$ cat config.mk
export PLATFORM = sky130hd
export DESIGN_NAME = sort_out_serializer
export DESIGN_NICKNAME = d
export VERILOG_FILES = /design/src/rtl/sort_pkg.sv /design/src/rtl/sort_out_serializer.sv
export SDC_FILE = /design/constraint.sdc
export NUM_CORES = 1
export LEC_CHECK = 0
export CORE_AREA = 5 5 115 171
export DETAILED_ROUTE_END_ITERATION = 10
export DIE_AREA = 0 0 120 176
export SLEW_MARGIN = 20
export SYNTH_ARGS = -nofsm -noshare
export SYNTH_HDL_FRONTEND = slang
export SYNTH_SLANG_ARGS = --single-unit
$ cat constraint.sdc
create_clock -name clk -period 3.3 [get_ports clk]
set_input_delay 0.33 -clock clk [delete_from_list [all_inputs] [get_ports clk]]
set_output_delay 0.33 -clock clk [all_outputs]
set_load 0.005 [all_outputs]
$ cat src/rtl/sort_pkg.sv
// rtl/sort_pkg.sv - shared FSM encoding and frame geometry for the sort output serializer
package sort_pkg;
  localparam int N     = 8;
  localparam int CNT_W = 3;

  typedef enum logic {
    IDLE   = 1'b0,
    STREAM = 1'b1
  } state_t;
endpackage

$ cat src/rtl/sort_out_serializer.sv
// rtl/sort_out_serializer.sv - latches a sorted 8-sample frame and streams it out one beat per handshake
module sort_out_serializer #(
  parameter int DATA_W  = 16,
  parameter int N       = sort_pkg::N,
  parameter bit DESCEND = 1'b0
) (
  input  logic              clk,
  input  logic              rst,
  input  logic              in_complete,
  input  logic              capture,
  input  logic [DATA_W-1:0] in0,
  input  logic [DATA_W-1:0] in1,
  input  logic [DATA_W-1:0] in2,
  input  logic [DATA_W-1:0] in3,
  input  logic [DATA_W-1:0] in4,
  input  logic [DATA_W-1:0] in5,
  input  logic [DATA_W-1:0] in6,
  input  logic [DATA_W-1:0] in7,
  output logic              m_valid,
  input  logic              m_ready,
  output logic [DATA_W-1:0] m_data,
  output logic [2:0]        m_idx,
  output logic              m_last,
  output logic              busy,
  output logic              overrun,
  input  logic              clr_ovr
);
  import sort_pkg::*;

  localparam logic [CNT_W-1:0] LAST = CNT_W'(N - 1);

  state_t             state;
  logic [CNT_W-1:0]   cnt;
  logic               ic_q;
  logic [DATA_W-1:0]  frame_q [N];
  logic [DATA_W-1:0]  in_vec  [N];
  logic [CNT_W-1:0]   rd_idx;
  logic               trigger;
  logic               accept;
  logic               wrap;
  logic               set_ovr;

  always_comb begin
    in_vec[0] = in0;
    in_vec[1] = in1;
    in_vec[2] = in2;
    in_vec[3] = in3;
    in_vec[4] = in4;
    in_vec[5] = in5;
    in_vec[6] = in6;
    in_vec[7] = in7;
  end

  assign trigger = (in_complete && !ic_q) || capture;
  assign accept  = (state == STREAM) && m_ready;
  assign wrap    = accept && (cnt == LAST);
  // Only a trigger landing on the final accepted beat chains a new frame; anything else mid-stream is dropped.
  assign set_ovr = trigger && (state == STREAM) && !wrap;

  always_ff @(posedge clk) begin
    if (rst) begin
      state   <= IDLE;
      cnt     <= '0;
      ic_q    <= 1'b0;
      overrun <= 1'b0;
      for (int i = 0; i < N; i++) frame_q[i] <= '0;
    end else begin
      ic_q <= in_complete;
      if (set_ovr)      overrun <= 1'b1;
      else if (clr_ovr) overrun <= 1'b0;

      case (state)
        IDLE: begin
          if (trigger) begin
            frame_q <= in_vec;
            cnt     <= '0;
            state   <= STREAM;
          end
        end
        STREAM: begin
          if (wrap) begin
            cnt <= '0;
            if (trigger) frame_q <= in_vec;
            else         state   <= IDLE;
          end else if (accept) begin
            cnt <= cnt + 1'b1;
          end
        end
        default: state <= IDLE;
      endcase
    end
  end

  assign rd_idx  = DESCEND ? (LAST - cnt) : cnt;
  assign busy    = (state == STREAM);
  assign m_valid = busy;
  assign m_data  = busy ? frame_q[rd_idx] : '0;
  assign m_idx   = busy ? cnt : 3'd0;
  assign m_last  = busy && (cnt == LAST);
endmodule

==> impl_metrics.py <==
metrics = {
    "worst_setup_path": {
        "cp-end-kind": "output port",
        "critical_path_arrival_ps": 2710,
        "criticalPathCategory": "reg -> out",
        "cp_slowest_cell": "dfxtp_2",
        "cp-start-kind": "flip-flop",
        "cp.required_ps": 2970,
        "crit_fanout": 29,
        "cp_top_family": "buffers and inverters",
        "max_stage_delay_ps": 530,
        "path_cells": "buf_4, mux2i_1, a22oi_1, o211a_1, clkdlybuf4s50_1",
        "cp_num_buf_inv": 2,
    },
    "clock_tree": {
        "clock-root-buffer": "clkbuf_16",
        "cts_sinks": 134,
        "htreeDepth": 4,
        "cts_hold_buf": 0,
        "clk_latency_ps": 410,
        "clk_pin_slew_ps": 50,
        "cts_made_buffers": 17,
        "post_cts_resized": 0,
        "clockBufferDepth": 2,
        "post_cts_buffers": 0,
        "cts_tree": "built",
    },
    "die": {
        "die_area_um2": 21100,
        "io_pins": 157,
        "die_height_um": 176,
        "die_w_um": 120,
        "fp-row-count": 60,
        "start_util": 0.323,
        "core-area_um2": 17900,
    },
    "grt": {
        "grt_use_total": 0.170,
        "grt_max_degree": 87,
        "first_global_vias": 5202,
        "antenna_found_initial": 1,
        "grt_overflow": 0,
        "grt_pass1_wl_um": 27900,
    },
    "timing": {
        "fmax_ghz": 0.329,
        "tightest_slew_ps": 941,
        "min_period_over_period": 0.922,
        "finalSetupViolCount": 0,
        "fin_tns_setup_ps": 0,
        "slew_viol_final": 0,
        "setup_ws_ps": 256,
        "hold_viol": 0,
        "finalHoldWorstSlack_ps": 451,
        "layout_min_cycle_time_ps": 3040,
        "slew_headroom": 0.372,
        "finClkSkew_ps": 5.92,
        "rsz0062_at_grt": "no",
    },
    "cells_and_area": {
        "final_cells": 1043,
        "fillers": 1760,
        "final_cell_mix": "nand2_1 (259), clkdlybuf4s50_1 (155), dfxtp_1 (133), a21oi_1 (131), mux2i_1 (32)",
        "final_layout_size_suffix_gt1_frac": 0.0715,
        "fin_nets": 949,
        "layout_commonest_cell": "nand2_1",
        "syn_to_final_growth_pct": 38.8,
    },
    "drt": {
        "detail-route-antenna-nets": 0,
        "via_per_inst": 4.87,
        "totalWireLength_um": 17900,
        "drc": 0,
        "num_vias": 5084,
        "wl_per_cell_um": 17.2,
        "drtIter0Drc": 293,
        "drt_pass1_iterations": 4,
    },
    "synth": {
        "synthDistinctLibCells": 24,
        "syn_nets": 825,
        "yosysTopAreaCell": "dfxtp_1",
        "synth_seq_cells": 134,
        "synth_warnings": 0,
        "syn_avg_cell_area_um2": 8.41,
        "synth_top_area_share": 0.463,
        "netlist_area_um2": 5790,
        "yosysSeqAreaShare": 0.463,
        "netlist_top_cells_area": "dfxtp_1 (46%), nand2_1 (17%), a21oi_1 (11%)",
        "syn_inst": 689,
    },
    "worst_hold_path": {
        "hold_path.class": "reg -> reg",
    },
    "place": {
        "dpl.hpwl_um": 12900,
        "gp_congestion": 0.765,
        "dp.cells": 1011,
        "io_buffers": 156,
        "place_ws_ps": 684,
    },
    "power_and_ir_drop": {
        "leakage_nw": 3.09,
        "power.total_w": 0.00427,
        "power.density_nw_per_um2": 531,
        "irDropWorstVdd_uv": 263,
    },
    "run_status": {
        "outcome": "finished, final reports clean",
    },
    "run": {
        "maxCapViolations": 0,
    },
}
worst paths after layout:
kind	startpoint	endpoint	slack (ps)	cells past startpoint
max	cnt[1]$_SDFFE_PP0P_	m_data[11]	260	5
min reg2reg	frame_q[48]$_SDFFE_PP0P_	frame_q[48]$_SDFFE_PP0P_	450	2
max reg2reg	cnt[0]$_SDFFE_PP0P_	frame_q[20]$_SDFFE_PP0P_	800	8
min	frame_q[48]$_SDFFE_PP0P_	frame_q[48]$_SDFFE_PP0P_	450	2
layer usage:
metal / part of all wire / routed length (um) / track usage / vias to the layer above
met2: 0.52 / 9360 / 0.292 / 126
li1: - / - / - / 2573
met5: 0 / 0 / 0 / -
met4: 0.023 / 408 / 0.0683 / 0
met1: 0.41 / 7320 / 0.205 / 2361
met3: 0.045 / 810 / 0.0388 / 24
kinds of logic after synthesis:
logic type               Yosys count  synth area share
flip-flops                       134             0.463
adder cells (fa/ha/maj)            2           0.00432
AO/OA/AOI/OAI                    169             0.170
multiplexers                      48             0.120
AND/OR/NAND/NOR                  276             0.184
buffers and inverters             60            0.0581
Yosys cell counts:
cell type / number
clkbuf_1: 21
nor2_1: 4
mux2i_1: 32
and2_1: 5
a22oi_1: 18
mux4_1: 4
a21oi_1: 131
ha_1: 2
dfxtp_1: 134
o21a_1: 1
nand2_1: 259
nor3b_1: 1
o21ai_2: 1
buf_6: 1
a21bo_2: 1
mux4_2: 12
nor3_1: 2
buf_2: 19
o211a_1: 16
buf_1: 1
buf_4: 17
nor2b_1: 5
o21ba_2: 1
buf_12: 1
report_power, final:
group	internal, W	switching (W)
clock network	0.00122	0.000699
registers	0.00173	0.0000626
logic	0.000298	0.000262
cell type report:
type / count / area [um2] / area share
multi-input cells: 495 / 2790 / 0.347
flip-flops and latches: 134 / 2680 / 0.334
repair buffers: 165 / 1690 / 0.210
clock buffers: 19 / 453 / 0.0563
well taps: 217 / 272 / 0.0337
clock inverters: 12 / 153 / 0.0190
diodes: 1 / 2.50 / 0.000311
per-stage QoR:
step / area (um2) / util
floorplan: 5790 / -
global placement: 7430 / 0.414
detailed placement: 7440 / 0.415
CTS: 8040 / 0.448
global route: 8050 / 0.448
finish: 8050 / 0.448
state kept, by name, indices dropped and copies added, names as in the netlist:
register,flops
busy,1
cnt,3
frame_q,128
ic_q,1
overrun,1
worst min-delay path, stage by stage, from the launching register on:
cell     delay (ps)
dfxtp_1         300
nand2_1          50
a21oi_1          50
Note: power is estimated with default switching activity, not from simulation.
